<file path="src/rtl/match_trigger_if.sv">
// Bus bundle between the sniffer side and the match trigger stage.
interface match_trigger_if #(
  parameter int WIDTH     = 32,
  parameter int CNT_WIDTH = 16,
  parameter int TS_WIDTH  = 32
);
  logic                 match;
  logic [WIDTH-1:0]     data;
  logic                 arm;
  logic                 disarm;
  logic [CNT_WIDTH-1:0] threshold;
  logic [CNT_WIDTH-1:0] holdoff;
  logic                 ack;

  logic                 trig;
  logic                 irq;
  logic                 overflow;
  logic [WIDTH-1:0]     cap_data;
  logic [TS_WIDTH-1:0]  cap_ts;
  logic [CNT_WIDTH-1:0] match_count;
  logic [1:0]           state;

  // Software side drives the controls; the trigger stage drives results.
  modport master (
    output match, data, arm, disarm, threshold, holdoff, ack,
    input  trig, irq, overflow, cap_data, cap_ts, match_count, state
  );

  modport slave (
    input  match, data, arm, disarm, threshold, holdoff, ack,
    output trig, irq, overflow, cap_data, cap_ts, match_count, state
  );
endinterface

</file>
<file path="src/rtl/match_trigger.sv">
// Counts comparator match pulses while armed, fires a trigger at a threshold,
// captures the bus word and timestamp, and raises an acknowledged interrupt.
module match_trigger #(
  parameter int WIDTH     = 32,
  parameter int CNT_WIDTH = 16,
  parameter int TS_WIDTH  = 32
) (
  input logic            clk,
  input logic            reset,
  match_trigger_if.slave bus
);

  typedef enum logic [1:0] {
    S_IDLE    = 2'b00,
    S_ARMED   = 2'b01,
    S_HOLDOFF = 2'b10
  } state_t;

  state_t               st;
  logic [TS_WIDTH-1:0]  ts;
  logic [WIDTH-1:0]     data_d;
  logic [CNT_WIDTH-1:0] thr_q;
  logic [CNT_WIDTH-1:0] hold_q;
  logic [CNT_WIDTH-1:0] hcnt;
  logic [CNT_WIDTH-1:0] cnt;
  logic                 trig_q;
  logic                 irq_q;
  logic                 ovf_q;
  logic [WIDTH-1:0]     cap_data_q;
  logic [TS_WIDTH-1:0]  cap_ts_q;

  logic [CNT_WIDTH:0]   cnt_inc;
  logic [CNT_WIDTH-1:0] cnt_sat;
  logic                 hit;

  // Threshold compare is one bit wider so a saturated count still reaches it.
  assign cnt_inc = {1'b0, cnt} + 1'b1;
  assign cnt_sat = (&cnt) ? cnt : cnt + 1'b1;
  assign hit     = bus.match && (cnt_inc >= {1'b0, thr_q});

  // irq is a level held until ack; ack is a single-cycle pulse that clears it
  // unless a trigger lands in the same cycle, in which case irq stays set.
  always_ff @(posedge clk) begin
    if (reset) begin
      st         <= S_IDLE;
      ts         <= '0;
      data_d     <= '0;
      thr_q      <= '0;
      hold_q     <= '0;
      hcnt       <= '0;
      cnt        <= '0;
      trig_q     <= 1'b0;
      irq_q      <= 1'b0;
      ovf_q      <= 1'b0;
      cap_data_q <= '0;
      cap_ts_q   <= '0;
    end else begin
      ts     <= ts + 1'b1;
      data_d <= bus.data;
      trig_q <= 1'b0;
      if (bus.ack) begin
        irq_q <= 1'b0;
        ovf_q <= 1'b0;
      end

      if (bus.disarm) begin
        st <= S_IDLE;
      end else if (bus.arm) begin
        st     <= S_ARMED;
        cnt    <= '0;
        thr_q  <= (bus.threshold == '0) ? CNT_WIDTH'(1) : bus.threshold;
        hold_q <= bus.holdoff;
      end else begin
        case (st)
          S_ARMED: begin
            if (hit) begin
              trig_q <= 1'b1;
              irq_q  <= 1'b1;
              cnt    <= '0;
              // A pending, unacknowledged irq keeps the first capture.
              if (irq_q && !bus.ack) begin
                ovf_q <= 1'b1;
              end else begin
                cap_data_q <= data_d;
                cap_ts_q   <= ts;
              end
              if (hold_q == '0) begin
                st <= S_ARMED;
              end else begin
                st   <= S_HOLDOFF;
                hcnt <= hold_q;
              end
            end else if (bus.match) begin
              cnt <= cnt_sat;
            end
          end
          S_HOLDOFF: begin
            if (hcnt == CNT_WIDTH'(1)) st <= S_ARMED;
            else                       hcnt <= hcnt - 1'b1;
          end
          default: st <= S_IDLE;
        endcase
      end
    end
  end

  assign bus.trig        = trig_q;
  assign bus.irq         = irq_q;
  assign bus.overflow    = ovf_q;
  assign bus.cap_data    = cap_data_q;
  assign bus.cap_ts      = cap_ts_q;
  assign bus.match_count = cnt;
  assign bus.state       = st;

endmodule
</file>
<file path="src/flat_wrapper.sv">
// flat-port wrapper written by rule: the top's interface ports become plain ports
module match_trigger_flat 
#(
  parameter int WIDTH     = 32,
  parameter int CNT_WIDTH = 16,
  parameter int TS_WIDTH  = 32
)
  (clk, reset, bus_match, bus_data, bus_arm, bus_disarm, bus_threshold, bus_holdoff, bus_ack, bus_trig, bus_irq, bus_overflow, bus_cap_data, bus_cap_ts, bus_match_count, bus_state);
  match_trigger_if #(.WIDTH(WIDTH), .CNT_WIDTH(CNT_WIDTH), .TS_WIDTH(TS_WIDTH)) bus_i ();
  input logic clk;
  input logic reset;
  input wire logic [$bits(bus_i.match)-1:0] bus_match;
  input wire logic [$bits(bus_i.data)-1:0] bus_data;
  input wire logic [$bits(bus_i.arm)-1:0] bus_arm;
  input wire logic [$bits(bus_i.disarm)-1:0] bus_disarm;
  input wire logic [$bits(bus_i.threshold)-1:0] bus_threshold;
  input wire logic [$bits(bus_i.holdoff)-1:0] bus_holdoff;
  input wire logic [$bits(bus_i.ack)-1:0] bus_ack;
  output wire logic [$bits(bus_i.trig)-1:0] bus_trig;
  output wire logic [$bits(bus_i.irq)-1:0] bus_irq;
  output wire logic [$bits(bus_i.overflow)-1:0] bus_overflow;
  output wire logic [$bits(bus_i.cap_data)-1:0] bus_cap_data;
  output wire logic [$bits(bus_i.cap_ts)-1:0] bus_cap_ts;
  output wire logic [$bits(bus_i.match_count)-1:0] bus_match_count;
  output wire logic [$bits(bus_i.state)-1:0] bus_state;
  assign bus_i.match = bus_match;
  assign bus_i.data = bus_data;
  assign bus_i.arm = bus_arm;
  assign bus_i.disarm = bus_disarm;
  assign bus_i.threshold = bus_threshold;
  assign bus_i.holdoff = bus_holdoff;
  assign bus_i.ack = bus_ack;
  assign bus_trig = bus_i.trig;
  assign bus_irq = bus_i.irq;
  assign bus_overflow = bus_i.overflow;
  assign bus_cap_data = bus_i.cap_data;
  assign bus_cap_ts = bus_i.cap_ts;
  assign bus_match_count = bus_i.match_count;
  assign bus_state = bus_i.state;
  match_trigger #(.WIDTH(WIDTH), .CNT_WIDTH(CNT_WIDTH), .TS_WIDTH(TS_WIDTH)) u_core (.clk(clk), .reset(reset), .bus(bus_i));
endmodule
</file>
<file path="config.mk">
export PLATFORM = sky130hd
export DESIGN_NAME = match_trigger_flat
export DESIGN_NICKNAME = d
export VERILOG_FILES = /design/src/rtl/match_trigger_if.sv /design/src/rtl/match_trigger.sv /design/src/flat_wrapper.sv
export SDC_FILE = /design/constraint.sdc
export NUM_CORES = 1
export LEC_CHECK = 0
export CAP_MARGIN = 15
export CORE_MARGIN = 5
export CORE_UTILIZATION = 40
export CTS_BUF_LIST = sky130_fd_sc_hd__clkbuf_4
export CTS_CLUSTER_SIZE = 8
export DETAILED_ROUTE_END_ITERATION = 16
export HOLD_SLACK_MARGIN = 0.08
export PLACE_DENSITY_LB_ADDON = 0.12
export SETUP_SLACK_MARGIN = 0.5
export SLEW_MARGIN = 5
export SYNTH_ARGS = -nofsm -noshare
export SYNTH_HDL_FRONTEND = slang
export SYNTH_SLANG_ARGS = --single-unit
export TNS_END_PERCENT = 30
</file>
<file path="constraint.sdc">
create_clock -name clk -period 2.8 [get_ports clk]
set_input_delay 0.84 -clock clk [delete_from_list [all_inputs] [get_ports clk]]
set_output_delay 0.84 -clock clk [all_outputs]
set_load 0.02 [all_outputs]
</file>
# Word-level counts from Yosys, hierarchy flattened
# Index checks and enable logic that the tools add are counted.
# word_totals
out_inout_bits	85
inputBits	70
word_cells	77
ff_bits	197
# op_classes
n_eq_ne	10
magnitude_cmp	1
muxes	27
bitwise	4
n_addsub	4
n_reduce_logical	18
# ops
op	n
$mux W16	9
$add A32 B1 Y32 const B	1
$logic_not A16 Y1	2
$pmux W16 S2	1
$add A16 B1 Y17 const B	1
$ge A17 B16 Y1	1
$add A16 B1 Y16 const B	1
$eq A16 B1 Y1 const B	1
$reduce_and A16 Y1	1
$sub A16 B1 Y16 const B	1
$mux W1	13
$ne A3 B2 Y1 const B	3
$mux W2	3
$reduce_and A2 Y1	3
$reduce_and A6 Y1	1
$reduce_and A5 Y1	1
$ne A2 B1 Y1 const B	2
$ne A2 B2 Y1 const B	2
$not A1 Y1	4
$pmux W2 S2	1
$reduce_and A4 Y1	1
$reduce_bool A2 Y1	2
$reduce_or A4 Y1	1
$reduce_bool A3 Y1	1
6 further kinds	7

# Logic depth before layout (Yosys ltp)
# Gate-level depths: netlist of the first run.
# depth
word_depth	7
depth_mapped	15
ltp_nobuf	13

# Worst setup path before layout of the first run
# Ideal clock, no wire load.
# synth_timing
kind	register -> register
start	reg u_core.cnt[0], in the netlist u_core.bus.match_count[0]
end	reg u_core.cap_ts_q[22], in the netlist u_core.bus.cap_ts[22]
arrival_time_ns	3.052
n_path_buf	2
t_required_ns	2.672
path_stages_with_launch	16
path_slack_ns	-0.380
period_less_slack_ns	3.180
setup_ns	0.128
cell_sequence	dfxtp_1 -> ha_1 -> nand3_2 -> nor2_4 -> nand3_1 -> xnor2_1 -> ha_1 -> a211oi_1 -> nor2_1 -> o31ai_1 -> nand2_1 -> o211ai_1 -> buf_6 -> buf_6 -> mux2i_1 -> nor2_1
# synth_between
elab_chain_cells	4
# synth_lines
element	line	rtl
start, declared	match_trigger.sv:25	logic [CNT_WIDTH-1:0] cnt;
start signal, assigned	match_trigger.sv:94	cnt <= cnt_sat;
$add A16 B1 Y17	match_trigger.sv:37	assign cnt_inc = {1'b0, cnt} + 1'b1;
$ge A17 B16 Y1	match_trigger.sv:39	assign hit = bus.match && (cnt_inc >= {1'b0, thr_q});
$logic_and A1 B1 Y1	match_trigger.sv:39	
$reduce_and A5 Y1 (no line)	n/a	
end signal, assigned	match_trigger.sv:85	cap_ts_q <= ts;
end, declared	match_trigger.sv:30	logic [TS_WIDTH-1:0] cap_ts_q;
# Every way passes these cells.
# A chain may end at the register's enable or synchronous reset.

# Worst setup path after layout of the first run
# layout_timing
start	reg u_core.cnt[1], in the netlist u_core.bus.match_count[1]
end	reg u_core.hcnt[12]
# layout_between
elab_chain_cells	5
# layout_lines
element	line	rtl
$add A16 B1 Y17	match_trigger.sv:37	
$ge A17 B16 Y1	match_trigger.sv:39	
$logic_and A1 B1 Y1	match_trigger.sv:39	
$ne A2 B1 Y1 (no line)	n/a	
$reduce_and A6 Y1 (no line)	n/a	
end signal, assigned	match_trigger.sv:91	hcnt <= hold_q;
end signal, assigned	match_trigger.sv:99	else hcnt <= hcnt - 1'b1;
end, declared	match_trigger.sv:24	logic [CNT_WIDTH-1:0] hcnt;
# Every way passes these cells.

==> reports/qor.txt, run 1 <==
Total Negative Setup Slacks -> -12.95 ns
Cell Int Power -> 0.003475 W
status -> finished, violations left
pin count of the biggest net entering global routing -> 43
CP endpoint kind -> flop
number of vias per cell after detailed routing -> 4.869
Synth Cell Area -> 8175 sq um
leading post-synthesis cells by instance count -> dfxtp_1 (197), nor2_1 (128), nand2_1 (91)
type of the tightest min-delay check -> flop to flop
Data required, critical path -> 3.29 ns
Leakage Power -> 4.844 nW
worst setup skew after layout -> 0.02699 ns
total clock buffers created by CTS -> 17
Inst Count DP -> 1336
worst setup path class -> flop to flop
vertical die dimension -> 153.0 um
vias in the first global route -> 6333
count of port buffers added during placement -> 154
Switch Pwr -> 0.001320 W
sequential share of power -> 0.601
Synth Register Bits -> 197
total of hold buffers inserted after clock tree synthesis -> 0
Clk network pwr share -> 0.321
Routed wire per std cell -> 14.12 um
Largest stage delay, worst path -> 0.41 ns
global-route wire length before repair -> 31880 um
critical-path maximum fanout -> 18
register area share after synthesis -> 0.4824
worst-margin pin slew -> 0.4261 ns
violations in the final reports -> negative setup slack
FMAX -> 0.3316 GHz
Comb power frac -> 0.077
Clock Tree Root -> clkbuf_4
routability congestion estimate from global placement -> 0.7781
most used standard cell by instance count after synthesis -> dfxtp_1
fin worst setup slack -> -0.2159 ns
fin. max-slew vios -> 0
Die Footprint -> 23400 sq um
share of layout cells above drive strength 1 -> 0.1440
Worst VDD drop -> 0.1982 mV
power per standard cell area -> 443.4 nW/um^2
crit path launch type -> flop
total track usage -> 0.1638
relative area change from synthesis to final layout -> 32.28%
initial core utilization -> 0.4053
Synthesis Warnings -> 0
Max Cap Viol -> 0
worst-case clock buffer depth -> 2
cell taking the most area after synthesis -> dfxtp_1
synthesized area divided by synthesized cell count -> 9.104 sq um
cell types occupying the most area after synthesis -> dfxtp_1 (48%), mux2i_1 (8.6%), nor2_1 (5.9%), nand2_1 (4.2%), a21oi_1 (4.1%)
pre-CTS setup slack -> -0.1781 ns
worst skew pair latency -> 0.59 ns
total number of clock tree sinks -> 197
horizontal die dimension -> 153.0 um
net count of the finished layout -> 1183
Ports -> 155
count of mapped cells out of synthesis -> 898
total gr overflow -> 0
num rows -> 52
number of H-tree branching levels -> 4
number of hold-slack violations in the final timing report -> 0
RSZ-0062 raised after global routing -> true
fraction of power spent switching nets -> 0.2752
share of the synthesized area in the top cell type -> 0.4824
clock-pin slew of the registers on the worst-case setup and hold paths -> 0.16 ns
core area -> 20170 sq um
non-filler cells in the finished layout -> 1375
crit-path leading delay family -> compound AO/OA/AOI/OAI gates
detailed-route DRC error count -> 0
starting DRC count in detailed routing -> 231
share of flip-flops with an asynchronous set or reset after synthesis -> 0
slew margin rel. -> 0.7133
Routed WL -> 19410 um
Filler Cells Inserted -> 1914
detailed-route via count -> 6695
half-perimeter wire length after detailed placement -> 14150 um
share of the clock period used by the worst path after layout -> 1.077
cells traversed along the worst timing path -> ha_4 > nand3_4 > nor2_4 > nand3_2 > xnor2_2 > ha_1 > a211oi_2 > nor2_1 > o31ai_2 > nand2_1 > buf_4 > o31ai_4 > buf_12 > o21ba_2 > o31ai_1
number of setup violations in the final report -> 85
buffers plus inverters on the worst setup path -> 2
min Tclk post-route -> 3.016 ns
Post-DRT Antenna Nets -> 0
number of antenna violations at the first check in global routing -> 1
dominant synthesized flop cell -> dfxtp_1
CTS tree -> done
synthesized net count -> 990
crit path DAT -> 3.51 ns
Unique masters post-synth -> 52
DR pass1 iterations -> 4
Slowest-stage cell, CP -> dfxtp_4
number of enable flip-flop cells after synthesis -> 0
-- per-layer routing --
metal | track usage | routed length (um)
met5 | 0 | 0
met2 | 0.2523 | 8734
met4 | 0.04964 | 314
met3 | 0.04269 | 793
met1 | 0.2266 | 9567
-- power groups by stage --
stage	Combinational, W	Clock [W]	Sequential [W]
floorplan	0.000186	0	0.00294
global placement	0.000368	0	0.00294
detailed placement	0.000369	0	0.00294
CTS	0.000372	0.00163	0.00288
global route	0.000412	0.00174	0.00289
finish	0.000371	0.00154	0.00288
-- sequential cells by signal (all words and copies together) (netlist names), 2 cells and up --
signal / cells
u_core.hcnt: 16
u_core.ts: 32
u_core.bus.cap_ts: 32
u_core.bus.match_count: 16
u_core.hold_q: 16
u_core.bus.state: 2
u_core.data_d: 32
u_core.bus.cap_data: 32
u_core.thr_q: 16
-- final timing paths --
check	start	end	slack (ns)	depth (start not counted)
min reg2reg	u_core.thr_q[11]$_SDFFE_PP0P_	u_core.thr_q[11]$_SDFFE_PP0P_	0.47	2
min	u_core.thr_q[11]$_SDFFE_PP0P_	u_core.thr_q[11]$_SDFFE_PP0P_	0.47	2
max	u_core.bus.match_count[1]$_SDFFE_PP0P_	u_core.hcnt[12]$_SDFFE_PP0P_	-0.22	15
max reg2reg	u_core.bus.match_count[1]$_SDFFE_PP0P_	u_core.hcnt[12]$_SDFFE_PP0P_	-0.22	15
-- repair_timing --
| item | CTS | global route |
|---|---|---|
| gates cloned | 1 | 0 |
| pin swaps | 2 | 5 |
| setup buffers | 5 | 0 |
| gates resized for setup | 115 | 32 |
| setup endpoints to repair | 186 | 116 |
-- kinds of logic (layout without fill, tap and decap cells) --
family / Yosys count / count (layout) / share of synthesized area
other: 0 / 1 / 0
buffers and inverters: 75 / 281 / 0.04224
multiplexers: 70 / 70 / 0.08571
flip-flops: 197 / 197 / 0.4824
AO/OA/AOI/OAI: 122 / 122 / 0.09351
XOR/XNOR: 41 / 41 / 0.04392
AND/OR/NAND/NOR: 371 / 371 / 0.2186
adder cells (fa/ha/maj): 22 / 22 / 0.03367
-- through the flow --
step                total power (W)  instance area [sq um]    util  hold WS [ns]
CTS                        0.004886                  10770  0.5342        0.4684
global route               0.005041                  10810  0.5362        0.4870
global placement           0.003310                  10430  0.5171        0.4381
detailed placement         0.003312                  10430  0.5171        0.4471
floorplan                  0.003124                   8250       -        0.4249
finish                     0.004795                  10810  0.5362        0.4665
-- worst min-delay path, cell delays in order, from the launching register on --
cell	delay (ns)
dfxtp_1	0.34
nand2_1	0.05
a21oi_1	0.05
-- cells in the final DEF, fill, tap and decap left out, drive strengths merged, types with 25 or more instances in the layout --
cell	Yosys	layout
xor2	25	25
nor2	130	130
clkdlybuf4s50	0	68
a21oi	67	67
nor2b	37	37
nand2	91	91
mux2i	70	70
buf	14	72
dfxtp	197	197
inv	27	32
dlygate4sd2	0	68
-- area by class of cell --
class,instances,area [sq um],share of cell area
antenna,1,2.502,0.0002314
clock buffer,17,127.6,0.01180
clock inverter,15,186.4,0.01724
inverter,27,101.3,0.009372
multi-input combinational,626,4014,0.3712
sequential,197,3969,0.3670
tap,270,337.8,0.03124
timing repair buffer,222,2076,0.1919
(Power assumes the default switching activity.)
==> inputs of run 2 (changes only) <==
- CTS_BUF_LIST: sky130_fd_sc_hd__clkbuf_4 -> default
- SLEW_MARGIN: 5 -> default
- TNS_END_PERCENT: 30 -> 100
==> run 2 against run 1 <==
The flow still finishes with violations (negative setup slack); hold slack got worse by 0.011 ns; critical path depth down 1; design area grew 4.9%; power grew 20%; clock-buffer cell count did not move; cell count decreased by 0.36%; sequential share of layout area fell by 1.7 points; critical path type unchanged; highest routed layer unchanged.
==> reports/qor.txt, run 2 (synthesized netlist as in run 1, its figures left out) <==
sequential share of power -> 0.501
total of hold buffers inserted after clock tree synthesis -> 0
number of setup violations in the final report -> 97
clock-pin slew of the registers on the worst-case setup and hold paths -> 0.07 ns
total track usage -> 0.1650
worst skew pair latency -> 0.43 ns
status -> finished, violations left
post-layout total power -> 0.005742 W
share of the clock period used by the worst path after layout -> 1.091
routability congestion estimate from global placement -> 0.7860
number of antenna violations at the first check in global routing -> 0
total gr overflow -> 0
fin worst setup slack -> -0.2546 ns
worst setup skew after layout -> 0.01686 ns
Die Footprint -> 23400 sq um
starting DRC count in detailed routing -> 238
area taken by flip-flops and latches -> 3966 sq um
number of H-tree branching levels -> 4
net count of the finished layout -> 1180
most frequent cells in the layout -> dfxtp_1 (185), clkdlybuf4s50_1 (128), nor2_1 (127)
crit path launch type -> flop
FMAX -> 0.3274 GHz
worst slack on hold paths -> 0.4557 ns
critical-path maximum fanout -> 14
type of the tightest min-delay check -> flop to flop
global-route wire length before repair -> 32010 um
leading cell type in the layout, fill and taps excluded -> dfxtp_1
Routed WL -> 19620 um
CTS tree -> done
share of layout cells above drive strength 1 -> 0.1500
post-route standard cell area excluding fillers -> 11340 sq um
total clock buffers created by CTS -> 17
CP endpoint kind -> flop
Post-DRT Antenna Nets -> 0
fin. max-slew vios -> 0
worst setup path class -> flop to flop
Data required, critical path -> 3.11 ns
total number of clock tree sinks -> 197
half-perimeter wire length after detailed placement -> 13810 um
non-filler cells in the finished layout -> 1370
Switch Pwr -> 0.001407 W
fraction of power spent switching nets -> 0.2450
slew margin rel. -> 0.6862
RSZ-0062 raised after global routing -> true
initial core utilization -> 0.4053
worst-case clock buffer depth -> 2
horizontal die dimension -> 153.0 um
Filler Cells Inserted -> 1842
count of port buffers added during placement -> 154
pin count of the biggest net entering global routing -> 66
vias in the first global route -> 6317
violations in the final reports -> negative setup slack
Leakage Power -> 4.859 nW
post-detailed-placement cell area -> 10400 sq um
number of hold-slack violations in the final timing report -> 0
pre-CTS setup slack -> -0.2823 ns
Worst VDD drop -> 0.3902 mV
Ports -> 155
vertical die dimension -> 153.0 um
Cell Int Power -> 0.004335 W
number of vias per cell after detailed routing -> 4.883
core area -> 20170 sq um
worst-margin pin slew -> 0.4671 ns
antenna fix cells -> 0
Routed wire per std cell -> 14.32 um
Clk network pwr share -> 0.431
detailed-route DRC error count -> 0
relative area change from synthesis to final layout -> 38.77%
num rows -> 52
crit path DAT -> 3.37 ns
total area of multi-input combinational cells -> 4149 sq um
min Tclk post-route -> 3.055 ns
power per standard cell area -> 506.2 nW/um^2
detailed-route via count -> 6690
Inst Count DP -> 1330
Clock Tree Root -> clkbuf_16
Comb power frac -> 0.068
Max Cap Viol -> 0
DR pass1 iterations -> 4
==> run 2: stage by stage <==
step                        util  setup TNS [ns]
after floorplan                -          -5.817
after global placement    0.5154          -18.93
after detailed placement  0.5154          -19.44
after CTS                 0.5493          -13.13
after global routing      0.5625          -42.34
final                     0.5625          -18.15
==> run 2: final timing paths <==
| kind | start | slack (ns) | endpoint | depth (start not counted) |
|---|---|---|---|---|
| setup reg to reg | u_core.bus.match_count[4]$_SDFFE_PP0P_ | -0.25 | u_core.bus.cap_data[5]$_SDFFE_PP0P_ | 14 |
| hold reg to reg | u_core.thr_q[9]$_SDFFE_PP0P_ | 0.46 | u_core.thr_q[9]$_SDFFE_PP0P_ | 2 |
| hold / removal | u_core.thr_q[9]$_SDFFE_PP0P_ | 0.46 | u_core.thr_q[9]$_SDFFE_PP0P_ | 2 |
| setup / recovery | u_core.bus.match_count[4]$_SDFFE_PP0P_ | -0.25 | u_core.bus.cap_data[5]$_SDFFE_PP0P_ | 14 |
==> run 2: power by group through the flow <==
| stage | sequential [W] | combinational, W | clock [W] |
|---|---|---|---|
| 6_report | 0.00288 | 0.000392 | 0.00247 |
| 5_1_grt | 0.00288 | 0.000434 | 0.00266 |
| 4_1_cts | 0.00288 | 0.000375 | 0.00255 |
| 3_5_place_dp | 0.00294 | 0.000370 | 0 |
| 3_3_place_gp | 0.00294 | 0.000369 | 0 |
| 2_1_floorplan | 0.00294 | 0.000186 | 0 |
==> run 2: worst max-delay path, cell delays in order, from the launching register on <==
cell	delay, ns
dfxtp_4	0.34
nand4_1	0.23
nor2_2	0.22
nand4_1	0.16
xnor2_2	0.18
ha_1	0.31
o21ai_1	0.15
nor2_1	0.06
o31ai_1	0.22
nand2_1	0.13
o211ai_1	0.25
buf_6	0.23
buf_12	0.18
mux2i_2	0.21
nor2_1	0.05
==> run 2: layout make-up <==
cell class                      instances  area share
Multi-Input combinational cell        626      0.3657
Sequential cell                       197      0.3496
Timing Repair Buffer                  219      0.1928
Clock buffer                           17     0.03750
Tap cell                              270     0.02978
Clock inverter                         14     0.01566
Inverter                               27    0.008934
==> run 2: timing repair <==
item | in CTS | in global routing
gates resized for setup | 31 | 59
pin swaps | 12 | 24
gates cloned | 1 | 1
endpoints found under the setup margin | 120 | 107
buffers inserted | 3 | 4
==> run 2: routing by layer <==
metal / global-route usage / vias to the layer above / wire length (um)
met5: 0 / - / 0
met4: 0.04879 / 0 / 258
li1: - / 3448 / -
met2: 0.2552 / 127 / 8739
met3: 0.03591 / 22 / 805
met1: 0.2324 / 3093 / 9821
==> inputs of run 3 (changes only) <==
- CORE_MARGIN: 5 -> 2
==> run 3 against run 2 <==
The run still ends with negative setup slack left; hold slack got worse by 0.0011 ns; largest cell class unchanged; sequential share of layout area increased by 0.089 points; via count increased by 0.55%; highest routed layer unchanged; worst setup slack got worse by 0.018 ns; non-clock buffer count increased by 2; largest power group unchanged; power increased by 1.7%; register-to-register slack got worse by 0.02 ns.
==> reports/qor.txt, run 3 (synthesized netlist as in run 1, its figures left out) <==
Ports -> 155
relative area change from synthesis to final layout -> 38.42%
total gr overflow -> 0
crit path DAT -> 3.39 ns
antenna fix cells -> 0
Routed WL -> 19370 um
Comb power frac -> 0.064
post-layout total power -> 0.005838 W
CP endpoint kind -> flop
number of hold-slack violations in the final timing report -> 0
number of antenna violations at the first check in global routing -> 0
slew margin rel. -> 0.7169
CTS tree -> done
Filler Cells Inserted -> 1900
post-route standard cell area excluding fillers -> 11320 sq um
pin count of the biggest net entering global routing -> 67
worst setup path class -> flop to flop
number of setup violations in the final report -> 85
share of the clock period used by the worst path after layout -> 1.098
worst flop-to-flop path endpoint -> u_core.bus.cap_data[20]$_SDFFE_PP0P_
min Tclk post-route -> 3.073 ns
core area -> 20170 sq um
Routed wire per std cell -> 14.11 um
total number of clock tree sinks -> 197
detailed-route via count -> 6727
Max Cap Viol -> 0
half-perimeter wire length after detailed placement -> 13350 um
status -> finished, violations left
worst setup skew after layout -> 0.01180 ns
Clock Tree Root -> clkbuf_16
Data required, critical path -> 3.12 ns
initial core utilization -> 0.4053
worst slack on hold paths -> 0.4546 ns
power per standard cell area -> 515.9 nW/um^2
most frequent cells in the layout -> dfxtp_1 (185), nor2_1 (127), clkdlybuf4s50_1 (127)
number of cells traversed by the worst hold path -> 2
Inst Count DP -> 1330
total clock buffers created by CTS -> 17
worst-margin pin slew -> 0.4208 ns
count of port buffers added during placement -> 154
global-route wire length before repair -> 31730 um
num rows -> 52
fraction of power spent switching nets -> 0.2428
beginning of the critical path -> u_core.bus.match_count[1]$_SDFFE_PP0P_
number of vias per cell after detailed routing -> 4.899
flop-to-flop setup slack -> -0.27 ns
net count of the finished layout -> 1182
RSZ-0062 raised after global routing -> true
Worst VDD drop -> 0.3891 mV
starting DRC count in detailed routing -> 254
sequential share of power -> 0.493
FMAX -> 0.3254 GHz
origin of the worst min-delay path -> u_core.thr_q[11]$_SDFFE_PP0P_
post-detailed-placement cell area -> 10410 sq um
pre-CTS setup slack -> -0.2800 ns
vias in the first global route -> 6302
Leakage Power -> 4.925 nW
routability congestion estimate from global placement -> 0.7658
Post-DRT Antenna Nets -> 0
worst r2r path cells -> 16
leading cell type in the layout, fill and taps excluded -> dfxtp_1
fin worst setup slack -> -0.2731 ns
fin. max-slew vios -> 0
clock-pin slew of the registers on the worst-case setup and hold paths -> 0.08 ns
worst-case clock buffer depth -> 2
crit path launch type -> flop
worst-case hold path end point -> u_core.thr_q[11]$_SDFFE_PP0P_
non-filler cells in the finished layout -> 1373
Die Footprint -> 21600 sq um
horizontal die dimension -> 147.0 um
critical-path maximum fanout -> 7
Switch Pwr -> 0.001418 W
violations in the final reports -> negative setup slack
RR Startpoint -> u_core.bus.match_count[1]$_SDFFE_PP0P_
Cell Int Power -> 0.004421 W
worst skew pair latency -> 0.43 ns
share of layout cells above drive strength 1 -> 0.1315
number of H-tree branching levels -> 4
total track usage -> 0.1802
DR pass1 iterations -> 5
vertical die dimension -> 147.0 um
Clk network pwr share -> 0.444
detailed-route DRC error count -> 0
type of the tightest min-delay check -> flop to flop
run 3: cell types whose count changed in the layout (fill, tap and decap cells not counted), moves of 5 or more:
| cell | delta |
|---|---|
| a21oi_2 | -7 |
| a21oi_1 | +7 |
| a22oi_2 | -12 |
| o21ai_0 | +6 |
| a22oi_1 | +12 |
| o21ai_1 | -5 |
run 3: timing repair:
item	CTS	global route
resized for setup	27	25
gates cloned	2	1
pin swaps	8	16
hold buffers	0	0
setup buffers	5	3
endpoints found under the setup margin	119	110
run 3: through the flow:
step                      utilization  TNS, ns
final                          0.5610   -16.44
after floorplan                     -   -5.817
after CTS                      0.5535   -16.30
after global placement         0.5161   -17.17
after detailed placement       0.5161   -17.84
after global routing           0.5610   -39.39
run 3: critical path, stage by stage (launching register included):
cell,delay (ns)
dfxtp_4,0.39
ha_4,0.16
nand3_4,0.09
nor2_4,0.11
buf_4,0.14
nand4_1,0.14
xnor2_2,0.18
ha_1,0.29
a21o_1,0.19
a21oi_2,0.19
o211ai_4,0.13
o211ai_1,0.22
buf_6,0.22
buf_12,0.13
buf_16,0.12
mux2i_2,0.20
nor2_1,0.05
run 3: area by class of cell:
cell class / instances / area (sq um) / area share
clock buffers: 17 / 425.4 / 0.03759
multi-input cells: 626 / 4029 / 0.3560
repair buffers: 221 / 2257 / 0.1995
clock inverters: 15 / 198.9 / 0.01758
flip-flops and latches: 197 / 3966 / 0.3505
inverters: 27 / 101.3 / 0.008956
well taps: 270 / 337.8 / 0.02985
run 3: per-layer routing:
| layer | track usage | share of wire | vias to the layer above |
|---|---|---|---|
| li1 | - | - | 3456 |
| met1 | 0.2556 | 0.50 | 3133 |
| met2 | 0.2777 | 0.44 | 123 |
| met3 | 0.03789 | 0.047 | 15 |
| met4 | 0.05288 | 0.0096 | 0 |
| met5 | 0 | 0 | - |
run 3: worst max path at each step:
stage	to	slack, ns	depth (start not counted)
6_report	u_core.bus.cap_data[20]$_SDFFE_PP0P_	-0.27	16
5_1_grt	u_core.bus.cap_data[20]$_SDFFE_PP0P_	-0.51	15
4_1_cts	u_core.bus.cap_data[27]$_SDFFE_PP0P_	-0.27	16
3_5_place_dp	u_core.bus.cap_data[19]$_SDFFE_PP0P_	-0.28	13
3_3_place_gp	u_core.bus.cap_data[31]$_SDFFE_PP0P_	-0.26	14
2_1_floorplan	u_core.bus.cap_ts[22]$_SDFFE_PP0P_	-0.09	13
run 3: power by group through the flow:
stage	combinational [W]	sequential [W]	clock [W]
5_1_grt	0.000412	0.00288	0.00277
3_3_place_gp	0.000361	0.00294	0
4_1_cts	0.000371	0.00288	0.00265
3_5_place_dp	0.000364	0.00294	0
6_report	0.000371	0.00288	0.00259
2_1_floorplan	0.000186	0.00294	0
